File: config.mk
export PLATFORM = sky130hd
export DESIGN_NAME = mul_exp_arb
export DESIGN_NICKNAME = d
export VERILOG_FILES = /design/src/rtl/mul_exp_arb.sv
export SDC_FILE = /design/constraint.sdc
export NUM_CORES = 1
export LEC_CHECK = 0
export ABC_AREA = 1
export BUFFER_PORTS_ARGS = -buffer_cell sky130_fd_sc_hd__buf_2
export CORE_MARGIN = 10
export CORE_UTILIZATION = 35
export CTS_BUF_LIST = sky130_fd_sc_hd__clkbuf_2 sky130_fd_sc_hd__clkbuf_4 sky130_fd_sc_hd__clkbuf_8
export DETAILED_ROUTE_END_ITERATION = 10
export PLACE_DENSITY = 0.71
export SLEW_MARGIN = 5
export SYNTH_ARGS = -nofsm -noshare
export SYNTH_HDL_FRONTEND = slang
export SYNTH_SLANG_ARGS = --single-unit
File: constraint.sdc
create_clock -name clk -period 2.1 [get_ports clk]
set_input_delay 0.42 -clock clk [delete_from_list [all_inputs] [get_ports clk]]
set_output_delay 0.42 -clock clk [all_outputs]
set_load 0.005 [all_outputs]
File: src/rtl/mul_exp_arb.sv
// Round-robin arbiter in front of one shared, fixed-latency mul_exp unit.
// Grants at most one requester per cycle, muxes its operands onto the unit,
// and tracks the owner of every in-flight op with a {valid, tag} pipeline
// whose depth equals the unit latency so results route back to their owner.
module mul_exp_arb #(
  parameter int N_REQ = 4,
  parameter int TAG_W = 2,
  parameter int LAT   = 2
) (
  input  logic                 clk,
  input  logic                 rst_n,
  input  logic                 en,
  input  logic [N_REQ-1:0]     req_valid,
  output logic [N_REQ-1:0]     req_ready,
  input  logic [4*N_REQ-1:0]   req_exp1,
  input  logic [4*N_REQ-1:0]   req_exp2,
  output logic [3:0]           mul_exp1,
  output logic [3:0]           mul_exp2,
  input  logic [3:0]           mul_result,
  output logic [N_REQ-1:0]     rsp_valid,
  output logic [3:0]           rsp_data,
  output logic                 idle
);

  logic [TAG_W-1:0]            ptr;
  logic [TAG_W-1:0]            win;
  logic                        grant;
  logic [LAT-1:0]              vld_pipe;
  logic [LAT-1:0][TAG_W-1:0]   tag_pipe;

  // Search from the pointer upward with wrap; first valid requester wins.
  always_comb begin
    logic [TAG_W:0]   sum;
    logic [TAG_W-1:0] cand;
    grant = 1'b0;
    win   = '0;
    sum   = '0;
    cand  = '0;
    for (int k = 0; k < N_REQ; k++) begin
      sum = {1'b0, ptr} + (TAG_W+1)'(k);
      if (sum >= (TAG_W+1)'(N_REQ)) sum = sum - (TAG_W+1)'(N_REQ);
      cand = TAG_W'(sum);
      if (en && !grant && req_valid[cand]) begin
        grant = 1'b1;
        win   = cand;
      end
    end
  end

  // One-hot ready and winner operands; zeros on the unit when nothing issues.
  always_comb begin
    req_ready = '0;
    mul_exp1  = 4'h0;
    mul_exp2  = 4'h0;
    if (grant) begin
      req_ready[win] = 1'b1;
      mul_exp1 = req_exp1[{win, 2'b00} +: 4];
      mul_exp2 = req_exp2[{win, 2'b00} +: 4];
    end
  end

  // Pointer moves just past the winner on every transfer, else holds.
  always_ff @(posedge clk or negedge rst_n) begin
    if (!rst_n)
      ptr <= '0;
    else if (grant)
      ptr <= (win == TAG_W'(N_REQ-1)) ? '0 : win + 1'b1;
  end

  // Owner tag shift register, aligned with the unit's internal pipeline.
  always_ff @(posedge clk or negedge rst_n) begin
    if (!rst_n) begin
      vld_pipe <= '0;
      tag_pipe <= '0;
    end else begin
      vld_pipe[0] <= grant;
      tag_pipe[0] <= win;
      for (int s = 1; s < LAT; s++) begin
        vld_pipe[s] <= vld_pipe[s-1];
        tag_pipe[s] <= tag_pipe[s-1];
      end
    end
  end

  // Response strobe and data come straight off the last stage.
  always_comb begin
    rsp_valid = '0;
    rsp_data  = 4'h0;
    if (vld_pipe[LAT-1]) begin
      rsp_valid = N_REQ'(1) << tag_pipe[LAT-1];
      rsp_data  = mul_result;
    end
  end

  // Idle only when nobody is asking and nothing is in flight.
  always_comb idle = ~|req_valid & ~|vld_pipe;

endmodule

# [Word-level counts from Yosys, hierarchy flattened]
# Index checks and enable logic that the tools add are counted.
[classes] n_addsub=8 order_cmp=10 n_eq_ne=1 shift=3 mux=28 bitwise=1 reduce_logical=15
[op_table] op="variable part select 16 x 5 -> 4 bit" n=2
[op_table] op="2-to-1 mux 4 bit" n=5
[op_table] op="2-to-1 mux 2 bit" n=9
[op_table] op="< comparator 2 x 3 -> 1 bit (second input constant)" n=5
[op_table] op=">= comparator 3 bit (second input constant)" n=3
[op_table] op="2-to-1 mux 1 bit" n=9
[op_table] op="binary-select mux 1 bit (select 2 bit)" n=4
[op_table] op="logical AND 1 bit" n=8
[op_table] op="subtractor 2 x 1 -> 2 bit (second input constant)" n=4
[op_table] op="adder 2 x 2 -> 3 bit (second input constant)" n=2
[op_table] op="zero test 1 bit" n=5
[op_table] op="OR reduction 4 bit" n=1
[op_table] op="<< shifter 1 x 2 -> 4 bit (first input constant)" n=1
[op_table] op="adder 2 x 1 -> 3 bit (second input constant)" n=1
[op_table] op=">= comparator 2 x 3 -> 1 bit (second input constant)" n=1
[op_table] op="adder 2 x 1 -> 2 bit (second input constant)" n=1
[op_table] op="demux 1 bit (select 2 bit)" n=1
[op_table] op="== test 2 bit (second input constant)" n=1
[op_table] op=">= comparator 2 x 1 -> 1 bit (second input constant)" n=1
[op_table] op="OR reduction 2 bit" n=1
[op_table] op="AND 1 bit" n=1
[totals] ff_bits=8 output_inout_bits=21 elab_cells=70

# [Logic depth before layout (Yosys ltp)]
# Gate-level depths: netlist of run 1.
[depth] depth_word=23 mapped_depth=16

# [Worst setup path after synthesis of run 1]
# No wires, ideal clock.
[synth_path] path_type="reg-to-output" from="reg ptr[0]" to="out mul_exp1[0]" arrival_ns=1.638 required_time_ns=1.680 path_slack_ns=0.042 stages_incl_launch_ff=16 n_path_buf=2 path_cell_list="dfrtp_1 > buf_6 > inv_8 > nand2_1 > nand2_2 > nand2_2 > nand2_2 > nand4_2 > nor2_4 > nand2_4 > nand2_4 > buf_12 > nand2_2 > nand2_1 > nand2_1 > a21oi_1"
[synth_via] elab_chain_len=20 elab_cells_between_ends=43
[synth_rtl] element="from (decl)" line_no="25" rtl="logic [TAG_W-1:0] ptr;"
[synth_rtl] element="from (signal assigned)" line_no="67" rtl="ptr <= (win == TAG_W'(N_REQ-1)) ? '0 : win + 1'b1;"
[synth_rtl] element=">= comparator 2 x 3 -> 1 bit or subtractor 2 x 1 -> 2 bit (tied branches)" line_no="41" rtl="if (sum >= (TAG_W+1)'(N_REQ)) sum = sum - (TAG_W+1)'(N_REQ);"
[synth_rtl] element="2-to-1 mux 2 bit" line_no="41"
[synth_rtl] element="binary-select mux 1 bit (select 2 bit)" line_no="43" rtl="if (en && !grant && req_valid[cand]) begin"
[synth_rtl] element="2-to-1 mux 1 bit (implied by the code)" line_no="43"
[synth_rtl] element="logical AND 1 bit" line_no="43"
[synth_rtl] element="2-to-1 mux 1 bit" line_no="43"
[synth_rtl] element="zero test 1 bit" line_no="43"
[synth_rtl] element="logical AND 1 bit (2 in series)" line_no="43"
[synth_rtl] element="[2 not listed]"
[synth_rtl] element="logical AND 1 bit (2 in series)" line_no="43"
[synth_rtl] element="2-to-1 mux 1 bit" line_no="43"
[synth_rtl] element="zero test 1 bit" line_no="43"
[synth_rtl] element="logical AND 1 bit (2 in series)" line_no="43"
[synth_rtl] element="2-to-1 mux 2 bit *" line_no="43"
[synth_rtl] element="via win[0]" line_no="26" rtl="logic [TAG_W-1:0] win;"
[synth_rtl] element="variable part select 16 x 5 -> 4 bit *" line_no="57" rtl="mul_exp1 = req_exp1[{win, 2'b00} +: 4];"
[synth_rtl] element="2-to-1 mux 4 bit *" line_no="55" rtl="if (grant) begin"
[synth_rtl] element="to (decl)" line_no="17" rtl="output logic [3:0] mul_exp1,"
# Mark *: on every way through the listed nets, which the timed path passes. The rest lies on a longest branch. The select of a mux whose other input is x is not followed.

# [Final worst setup path of run 1]
[layout_path] from="reg ptr[0]" to="out mul_exp2[0]"
[layout_via] elab_chain_len=20 elab_cells_between_ends=43
[layout_rtl] element=">= comparator 2 x 3 -> 1 bit or subtractor 2 x 1 -> 2 bit (tied branches)" line_no="41"
[layout_rtl] element="2-to-1 mux 2 bit" line_no="41"
[layout_rtl] element="binary-select mux 1 bit (select 2 bit)" line_no="43"
[layout_rtl] element="2-to-1 mux 1 bit (implied by the code)" line_no="43"
[layout_rtl] element="logical AND 1 bit" line_no="43"
[layout_rtl] element="2-to-1 mux 1 bit" line_no="43"
[layout_rtl] element="zero test 1 bit" line_no="43"
[layout_rtl] element="logical AND 1 bit (2 in series)" line_no="43"
[layout_rtl] element="2-to-1 mux 1 bit" line_no="43"
[layout_rtl] element="zero test 1 bit" line_no="43"
[layout_rtl] element="logical AND 1 bit (2 in series)" line_no="43"
[layout_rtl] element="2-to-1 mux 1 bit" line_no="43"
[layout_rtl] element="zero test 1 bit" line_no="43"
[layout_rtl] element="logical AND 1 bit (2 in series)" line_no="43"
[layout_rtl] element="2-to-1 mux 2 bit" line_no="43"
[layout_rtl] element="variable part select 16 x 5 -> 4 bit" line_no="58" rtl="mul_exp2 = req_exp2[{win, 2'b00} +: 4];"
[layout_rtl] element="2-to-1 mux 4 bit *" line_no="55"
[layout_rtl] element="to (decl)" line_no="18" rtl="output logic [3:0] mul_exp2,"
# Every way passes the cells marked *; elsewhere a longest branch is shown, timed or not. The select of a mux whose other input is x is not followed.

==> results of run 1 <==
## cells by family (layout without fill, tap and decap cells)
kind of cell | Yosys count | in the layout | share of synthesized area
flip-flops | 8 | 8 | 0.184
AND/OR/NAND/NOR | 130 | 131 | 0.601
AO/OA/AOI/OAI | 13 | 13 | 0.0680
buffers and inverters | 27 | 120 | 0.146
## how the worst max path moves through the flow
stage,start,endpoint,slack (ns),cells past startpoint
2_1_floorplan,ptr[0],mul_exp1[0],0.04,15
3_3_place_gp,ptr[0],mul_exp1[1],-0.27,13
3_5_place_dp,ptr[0],mul_exp2[0],-0.31,14
4_1_cts,ptr[0],mul_exp2[0],-0.44,12
5_1_grt,ptr[1],mul_exp1[1],-0.61,12
6_report,ptr[0],mul_exp2[0],-0.49,12
## layout by cell type (no fill, tap or decap), drive strengths merged
cell type and instances:
nand4 3, nor2 8, inv 21, buf 95
o21ai 3, o211ai 1, nand2 84, nand3 30
dlygate4sd3 1, dfrtp 8, clkbuf 3, a21oi 8
nor3 5, or2 1, a22oi 1
## layer usage
layer / part of all wire / routed length, µm / vias up
met4: 0.0074 / 29 / 0
met1: 0.39 / 1520 / 652
met3: 0.12 / 458 / 2
li1: - / - / 759
met5: 0 / 0 / -
met2: 0.48 / 1890 / 60
## power by group
group	leakage (nW)	switching [mW]	internal, mW
Sequential	0.0945	0.0911	0.236
Clock	0.0138	0.0495	0.0652
Combinational	1.02	1.70	1.51
## sequential cells by signal, indices dropped and copies added (netlist names)
name / flops
tag_pipe: 4
ptr: 2
vld_pipe: 2
## worst max-delay path, delay by kind of cell, from the launching register on
kind                   cells  cell delay (ns)
AND/OR/NAND/NOR            8             0.94
AO/OA/AOI/OAI              1             0.11
buffers and inverters      3             0.38
flip-flops                 1             0.49
## through the flow
stage	instances	setup WS (ns)	instance area, µm²
6_report	305	-0.492	1940
5_1_grt	305	-0.613	1940
4_1_cts	302	-0.437	1720
3_5_place_dp	292	-0.310	1590
3_3_place_gp	292	-0.270	1590
2_1_floorplan	178	0.0425	1090
## repair_timing
item	in CTS	in global routing
gates cloned	1	0
hold buffers	1	0
setup endpoints to repair	13	12
endpoints found under the hold margin	4	0
pin swaps	0	12
gates resized for setup	16	41
buffers inserted	5	4
## cell type report
cell class / count / share of cell area
inverter: 21 / 0.0509
sequential: 8 / 0.104
timing repair buffer: 96 / 0.330
clock buffer: 3 / 0.0116
tap: 33 / 0.0212
multi-input combinational: 144 / 0.482
==> key figures, run 1 <==
Worst setup path
  • CP startpoint kind: register
  • Worst R2R End: ptr[1]
  • CP max-delay cell: dfrtp_2
  • CP peak stage delay: 0.49 ns
  • CP cell instances: inv_8, nand2_2, nand2_2, nand2_4, nand2_4, nand4_1, or2_1, nand3_4, buf_12, nand2_1, a21oi_2, buf_2
  • Worst reg-to-reg setup slack: approximately 0.080 ns
  • CP Data Required Time: 1.68 ns
  • Arrival @ worst endpoint: 2.17 ns
  • Critical Path Sink Type: primary output
  • WS Path Type: register to primary output
  • Worst r2r src: ptr[0]
  • Reg2reg path depth: 13
  • Critical path peak fanout: 8

Floorplan
  • Core ar.: 3000 µm²
  • Die area: 5730 µm²
  • Starting density of the core: 0.362
  • Row cnt: 20
  • Die H: 75.7 µm
  • IO Pins: 64
  • Width of the die: 75.7 µm

Pwr
  • Pwr Total: 3.65 mW
  • Leak Pwr: 1.12 nW
  • P per Cell Area: 1880 nW/µm²
  • Maximum vdd drop: roughly 1.1 mV

Logic synthesis
  • Ranking of synthesized cells by area: nand2_1, dfrtp_1, nand3_1
  • Number of synthesized flops with an enable pin: 0
  • Register area share after synthesis: 0.184
  • Avg Inst Size Synth: 6.10 µm²
  • Post-synth cell types: 26
  • Synth area leader: nand2_1
  • FFs w/ async S/R, synth: 1.00
  • Commonest cells post-synth: nand2_1, nand3_1, inv_1
  • Post-synth top area share: 0.218
  • Yosys Warn Count: 0
  • Mapped cell area: approximately 1100 µm²
  • Most numerous cell in the Yosys netlist: nand2_1
  • Top_reg_cell synth: dfrtp_1
  • Seq cells post-synth: 8
  • Syn_nets: 221
  • Syn Inst Count: between 150 and 200

Detailed routing
  • # DRC: 0
  • First-pass DRT Iterations: 4
  • Vias: 1473
  • WL/cell: 12.8 µm
  • ANT nets after route: 0
  • Initial drt markers: 76
  • Routed WL: approximately 3.9 mm
  • Via-to-Cell Ratio: slightly below 5

STA
  • Final Hold Viols: 0
  • Setup TNS: -5.63 ns
  • Final clock skew: 0.00488 ns
  • Hold_ws: 0.345 ns
  • Final slew viol count: 0
  • Maximum clock rate: between 0.3 and 0.4 GHz
  • Period utilization: 1.23
  • Final setup viols: 12
  • Rel. slew slack: 0.837
  • RSZ-0062 raised after global routing: true
  • PnR worst setup slack: -0.492 ns
  • Worst-margin pin slew: roughly 0.24 ns
  • Final Critical Period: 2.59 ns

Global route
  • M2 GR Usage: 0.234
  • Initial antenna violation count: 0
  • Largest net degree at the start of global routing: 11
  • Met1 GRT Util: 0.143
  • GR peak layer: met2
  • Gr usage total: 0.132
  • Number of global-route vias before repair: around 1500
  • First-pass GRT wire length: 6.16 mm
  • Grt total ovfl: 0
  • Met3 Use GR: 0.0599

CTS
  • TritonCTS buffer count: 3
  • CTS clk-pin slew, worst paths: about 0.06 ns
  • CTS HTree Levels: 1
  • Sink Count: 8
  • Worst-skew pair later-pin latency: about 0.25 ns
  • Clock Tree Buf Depth: 2
  • Root buf cell: clkbuf_4
  • CTS tree: done

Final layout
  • Number of fill cells: approximately 260
  • Syn-to-layout area delta: 78.9%
  • Multi-input logic area: between 900 and 1000 µm²
  • Register area: about 200 µm²
  • Fraction of layout cells with a size suffix above 1: 0.585
  • Nets: 317
  • Layout Utilization: 0.647
  • Diodes inserted: 0

Hold path
  • Hold Startpoint: tag_pipe[0]
  • Hold path cells: 0
  • Hold/Removal Path Class: register to register
  • Sink of the worst hold path: tag_pipe[2]

Placed design
  • Hpwl dp: 2.97 mm
  • Routability cong.: 0.867
  • Port buffer count: 63

Run status
  • Outcome: finished, violations left
  • Violated checks: setup timing

Flow run
  • Max cap viols: 0
Power figures use the tool's default switching activity.
==> run 2: changes to the inputs <==
Settings changed: ABC_AREA 1 to not set, CAP_MARGIN set to 30, PLACE_DENSITY 0.71 to 0.72.
==> run 2 against run 1 <==
Effect of this change:
- hold slack worse by 0.34 ns
- largest power group unchanged
- critical path type unchanged
- critical endpoint unchanged
- sequential share of layout area up 0.96 points
- synthesized cell count down 23%
- highest routed layer unchanged
- clock power down 3%
- non-clock buffer count down 6
- count of clock-buffer cells in the layout unchanged
- die area down 2.0%
- sequential cell count unchanged
- the flow still finishes with violations (setup timing)
- wire length up 13%
==> key figures, run 2 <==
Run status
  • Outcome: finished, violations left
  • Violated checks: setup timing

CTS
  • CTS HTree Levels: 1 (unchanged)
  • Sink Count: 8 (unchanged)
  • Setup bufs post-CTS: 0 (-5)
  • CTS clk-pin slew, worst paths: 0.05 ns (about the same)
  • Clock Tree Buf Depth: 2 (unchanged)
  • Root buf cell: clkbuf_4
  • CTS Hold Buffers Added: 0 (-1)
  • CTS tree: done
  • Worst-skew pair later-pin latency: 0.24 ns (about the same)
  • TritonCTS buffer count: 3 (unchanged)

Global route
  • Number of global-route vias before repair: 1498 (+0.40%)
  • Grt total ovfl: 0 (unchanged)
  • Largest net degree at the start of global routing: 17 (+6)
  • Initial antenna violation count: 0 (unchanged)
  • Gr usage total: 0.156 (+0.0237)
  • First-pass GRT wire length: 7.00 mm (+14%)

Logic synthesis
  • Commonest cells post-synth: and2_1, inv_1, nand2_1
  • Number of synthesized flops with an enable pin: 0 (unchanged)
  • Ranking of synthesized cells by area: dfrtp_1, and2_1, a311oi_1
  • Yosys Warn Count: 0 (unchanged)
  • Seq cells post-synth: 8 (unchanged)
  • Syn_nets: 180 (-19%)
  • Post-synth top area share: 0.189 (-0.0284)
  • Avg Inst Size Synth: 7.72 µm² (+26%)
  • FFs w/ async S/R, synth: 1.00 (unchanged)
  • Top_reg_cell synth: dfrtp_1
  • Post-synth cell types: 35 (+35%)
  • Syn Inst Count: 137 (-23%)
  • Synth area leader: dfrtp_1
  • Mapped cell area: 1060 µm² (-2.6%)
  • Register area share after synthesis: 0.189 (+0.00502)
  • Most numerous cell in the Yosys netlist: and2_1

Detailed routing
  • First-pass DRT Iterations: 4 (unchanged)
  • Via-to-Cell Ratio: 5.89 (+22%)
  • # DRC: 0 (unchanged)
  • Routed WL: 4.40 mm (+13%)
  • Initial drt markers: 81 (+6.6%)
  • ANT nets after route: 0 (unchanged)
  • WL/cell: 17.8 µm (+39%)
  • Vias: 1454 (-1.3%)

Floorplan
  • Starting density of the core: 0.374 (+0.0121)
  • Core ar.: 2830 µm² (-5.8%)
  • Row cnt: 19 (-5.0%)
  • Die area: 5620 µm² (-2.0%)
  • Die H: 75.0 µm (-0.98%)
  • Width of the die: 75.0 µm (-0.98%)
  • IO Pins: 64 (unchanged)

Pwr
  • Leak Pwr: 0.844 nW (-25%)
  • P per Cell Area: 527 nW/µm² (-72%)
  • Maximum vdd drop: 0.220 mV (-79%)

Placed design
  • Pre-CTS setup slack: -0.189 ns (+0.120 ns)
  • Port buffer count: 63 (unchanged)
  • Hpwl dp: 3.25 mm (+9.5%)
  • Dpl cells: 243 (-17%)
  • Routability cong.: 0.843 (-2.8%)

Worst setup path
  • CP Data Required Time: 1.68 ns (about the same)
  • Critical path peak fanout: 7 (-1)
  • CP startpoint kind: register
  • WS Path Type: register to primary output
  • Critical Path Sink Type: primary output
  • Arrival @ worst endpoint: 1.95 ns (-0.22 ns)

STA
  • Worst-margin pin slew: 0.487 ns (+0.243 ns)
  • RSZ-0062 raised after global routing: true
  • Period utilization: 1.13 (-0.106)
  • Final setup viols: 12 (unchanged)
  • Maximum clock rate: 0.422 GHz (+9.4%)
  • Rel. slew slack: 0.674 (-0.163)
  • Final slew viol count: 0 (unchanged)
  • PnR worst setup slack: -0.269 ns (+0.223 ns)
  • Final clock skew: 0.00115 ns (-0.00373 ns)
  • Final Hold Viols: 0 (unchanged)
  • Final Critical Period: 2.37 ns (-0.223 ns)

Final layout
  • Diodes inserted: 0 (unchanged)
  • Syn-to-layout area delta: 66.3%
  • Nets: 261 (-18%)
  • Fraction of layout cells with a size suffix above 1: 0.551 (-0.0336)
  • Most common cell after layout, fill and taps aside: buf_2
  • Largest Register: tag_pipe
  • Top flop regs: tag_pipe (4), ptr (2), vld_pipe (2)
  • Number of fill cells: 260 (-0.76%)
  • Final Instance Count excl. Fillers: 247 (-19%)
  • Commonest cells after routing, fill and taps aside: buf_2, buf_4, and2_1, inv_1, nand2_1
  • Max FFs per register: 4 (unchanged)

Flow run
  • Max cap viols: 0 (unchanged)

Hold path
  • Hold/Removal Path Class: input pin to asynchronous set/reset pin
-- run 2: repair_timing --
action                                  in CTS  in global routing
endpoints found under the setup margin      12                 12
resized for setup                           25                  7
gates cloned                                 1                  0
pin swaps                                   16                  3
-- run 2: cell type report --
type	count	area, µm²	area share
flip-flops and latches	8	200	0.114
clock buffers	3	22.5	0.0128
repair buffers	90	578	0.329
well taps	31	38.8	0.0221
multi-input cells	101	858	0.488
inverters	14	60.1	0.0342
-- run 2: worst max-delay path, stage by stage (launching register included) --
cell      delay (ns)
dfrtp_1         0.41
or3b_4          0.43
o211a_4         0.21
a311oi_1        0.35
o221ai_2        0.16
buf_2           0.15
-- run 2: where the power goes --
group	leakage [nW]	internal, mW	switching [mW]
clock	0.0138	0.0650	0.0458
sequential	0.0969	0.177	0.0204
combinational	0.733	0.306	0.311
-- run 2: cell families after synthesis --
kind of cell,share of synthesized area
buf+inv,0.134
compound gates,0.436
flops,0.189
mux,0.0107
simple gates,0.231
-- run 2: worst paths after layout --
check	from	endpoint	slack [ns]	cells after the start
max in group asynchronous	rst_n	ptr[1]	1.93	1
setup reg to reg	ptr[1]	ptr[0]	0.48	7
setup / recovery	ptr[1]	mul_exp2[0]	-0.27	5
hold / removal	rst_n	tag_pipe[2]	0.005	1
hold reg to reg	tag_pipe[0]	tag_pipe[2]	0.36	0
min in group clk	tag_pipe[0]	tag_pipe[2]	0.36	0
-- run 2: layer usage --
layer / global-route usage / wire (µm) / vias to the layer above
li1: - / - / 692
met3: 0.0434 / 373 / 20
met1: 0.164 / 1630 / 668
met2: 0.276 / 2180 / 74
met4: 0.0861 / 216 / 0
met5: 0 / 0 / -
-- run 2: through the flow --
step            util  cell area, µm²  TNS [ns]  total power, mW  hold slack [ns]
4_1_cts        0.610            1730     -2.23            0.898          0.00894
5_1_grt        0.621            1760     -3.25            0.999          0.00873
3_3_place_gp   0.545            1540     -1.34            0.686            0.265
6_report       0.621            1760     -2.51            0.926          0.00541
2_1_floorplan      -            1060         0            0.467            0.124
3_5_place_dp   0.545            1540     -1.42            0.693            0.270
==> run 3: changes to the inputs <==
Settings changed: BUFFER_PORTS_ARGS -buffer_cell sky130_fd_sc_hd__buf_2 to -buffer_cell sky130_fd_sc_hd__buf_4.
==> run 3 against run 2 <==
Effect of this change:
- the flow still finishes with violations (setup timing)
- sequential cell count unchanged
- critical path type unchanged
- fmax decreased by 1.6%
- sequential share of layout area decreased by 1.2 points
- global-route usage increased by 0.51 points
- die area unchanged
- wire length increased by 6.3%
- combinational power increased by 14%
==> key figures, run 3 (synthesis results as in run 2) <==
Final layout
  • Final instance area: 1980 µm² (+13%)
  • Number of fill cells: 214 (-18%)
  • Register area: 201 µm² (+0.62%)
  • Nets: 272 (+4.2%)
  • Multi-input logic area: 892 µm² (+3.9%)
  • Top flop regs: tag_pipe (4), ptr (2), vld_pipe (2)
  • Fraction of layout cells with a size suffix above 1: 0.586 (+0.0350)
  • Most common cell after layout, fill and taps aside: buf_4
  • Diodes inserted: 0 (unchanged)
  • Largest Register: tag_pipe
  • Max FFs per register: 4 (unchanged)
  • Syn-to-layout area delta: 87.7%
  • Commonest cells after routing, fill and taps aside: buf_4, inv_1, and2_1, nand2_1

STA
  • Rel. slew slack: 0.697 (+0.0230)
  • Period utilization: 1.15 (+0.0189)
  • PnR worst setup slack: -0.308 ns (-0.0396 ns)
  • RSZ-0062 raised after global routing: true
  • Final Critical Period: 2.41 ns (+0.0396 ns)
  • Final slew viol count: 0 (unchanged)
  • Worst-margin pin slew: 0.454 ns (-0.0330 ns)
  • Final clock skew: 0.00217 ns (+0.00103 ns)
  • Final Hold Viols: 0 (unchanged)
  • Maximum clock rate: 0.415 GHz (-1.6%)
  • Final setup viols: 12 (unchanged)

Floorplan
  • Width of the die: 75.0 µm (unchanged)
  • Die H: 75.0 µm (unchanged)
  • Starting density of the core: 0.374 (unchanged)
  • IO Pins: 64 (unchanged)
  • Die area: 5620 µm² (unchanged)
  • Row cnt: 19 (unchanged)
  • Core ar.: 2830 µm² (unchanged)

CTS
  • Root buf cell: clkbuf_4
  • Clock Tree Buf Depth: 2 (unchanged)
  • Sink Count: 8 (unchanged)
  • TritonCTS buffer count: 3 (unchanged)
  • CTS clk-pin slew, worst paths: 0.05 ns (about the same)
  • CTS tree: done
  • CTS HTree Levels: 1 (unchanged)
  • Worst-skew pair later-pin latency: 0.25 ns (about the same)

Hold path
  • Hold/Removal Path Class: register to register

Global route
  • Number of global-route vias before repair: 1543 (+3.0%)
  • Grt total ovfl: 0 (unchanged)
  • First-pass GRT wire length: 7.24 mm (+3.4%)
  • Gr usage total: 0.161 (+0.00513)
  • Initial antenna violation count: 0 (unchanged)
  • Largest net degree at the start of global routing: 17 (unchanged)

Worst setup path
  • Critical Path Sink Type: primary output
  • CP peak stage delay: 0.44 ns (about the same)
  • Arrival @ worst endpoint: 1.99 ns (+0.04 ns)
  • Worst path bufs/invs: 2 (+1)
  • Critical path peak fanout: 8 (+1)
  • CP max-delay cell: dfrtp_2
  • CP Data Required Time: 1.68 ns (about the same)
  • Cell family with most CP delay: compound AO/OA/AOI/OAI gates
  • Worst reg-to-reg setup slack: 0.02 ns (-0.46 ns)
  • CP cell instances: mux2_4, o211a_4, buf_6, a311oi_2, o221ai_1, buf_4
  • CP startpoint kind: register
  • WS Path Type: register to primary output

Detailed routing
  • ANT nets after route: 0 (unchanged)
  • Routed WL: 4.67 mm (+6.3%)
  • WL/cell: 18.1 µm (+1.7%)
  • First-pass DRT Iterations: 4 (unchanged)
  • Vias: 1500 (+3.2%)
  • # DRC: 0 (unchanged)
  • Via-to-Cell Ratio: 5.81 (-1.2%)
  • Initial drt markers: 87 (+7.4%)

Pwr
  • Leak Pwr: 0.923 nW (+9.4%)
  • Maximum vdd drop: 0.249 mV (+13%)
  • Switching Fraction: 0.391 (-0.0172)
  • P_sw: 0.399 mW (+5.6%)
  • Reg power frac: 0.196 (-0.017)
  • Internal power: 0.622 mW (+13%)
  • Comb pwr share: 0.690 (+0.023)
  • Clock share of power: 0.114 (-0.006)
  • P per Cell Area: 515 nW/µm² (-2.3%)

Flow run
  • Max cap viols: 0 (unchanged)

Placed design
  • Hpwl dp: 3.28 mm (+0.76%)
  • Port buffer count: 63 (unchanged)
  • Routability cong.: 0.883 (+4.7%)
  • Pre-CTS setup slack: -0.316 ns (-0.126 ns)
  • Post-DP Area: 1670 µm² (+8.1%)

Run status
  • Outcome: finished, violations left
  • Violated checks: setup timing
-- run 3: cell count changes in the layout (fill, tap and decap cells not counted), sizes merged --
| cell | before | now |
|---|---|---|
| or2 | 1 | 2 |
| dlygate4sd3 | 0 | 1 |
| buf | 90 | 99 |
-- run 3: power by group through the flow --
stage	clock, mW	combinational (mW)	sequential [mW]
after floorplan	0	0.272	0.195
after global placement	0	0.520	0.199
after detailed placement	0	0.528	0.201
after CTS	0.119	0.643	0.198
after global routing	0.127	0.756	0.203
final	0.116	0.704	0.200
-- run 3: worst paths after layout --
check / startpoint / endpoint / cells after the start
max: ptr[1] / mul_exp1[1] / 6
min: tag_pipe[1] / tag_pipe[3] / 0
max in group asynchronous: rst_n / ptr[1] / 2
min reg2reg: tag_pipe[1] / tag_pipe[3] / 0
max reg2reg: ptr[1] / ptr[1] / 11
min in group asynchronous: rst_n / vld_pipe[1] / 2
-- run 3: per-layer routing --
layer	part of all wire	routed length [µm]	global-route usage	vias to the layer above
met2	0.51	2390	0.286	69
met4	0.030	140	0.0714	0
met5	0	0	0	-
met3	0.078	362	0.0368	12
met1	0.38	1780	0.180	702
li1	-	-	-	717
-- run 3: timing repair --
action	4_1_cts	5_1_grt
pin swaps	9	3
buffers inserted	12	2
hold buffers	1	0
endpoints found under the hold margin	8	0
endpoints found under the setup margin	12	13
gates resized for setup	26	14
cloned	1	0
-- run 3: stage by stage --
stage | hold slack (ns) | power [mW] | instances | setup TNS, ns | utilization
detailed placement | 0.240 | 0.729 | 242 | -2.52 | 0.590
finish | 0.351 | 1.02 | 258 | -2.94 | 0.701
floorplan | 0.124 | 0.467 | 137 | 0 | -
global placement | 0.238 | 0.719 | 242 | -2.44 | 0.590
global route | 0.355 | 1.09 | 258 | -3.75 | 0.701
CTS | 0.352 | 0.959 | 259 | -3.15 | 0.678
-- run 3: layout make-up --
type / count / area share
clock buffers: 3 / 0.0113
inverters: 14 / 0.0290
multi-input cells: 102 / 0.450
repair buffers: 100 / 0.389
well taps: 31 / 0.0195
flip-flops and latches: 8 / 0.102
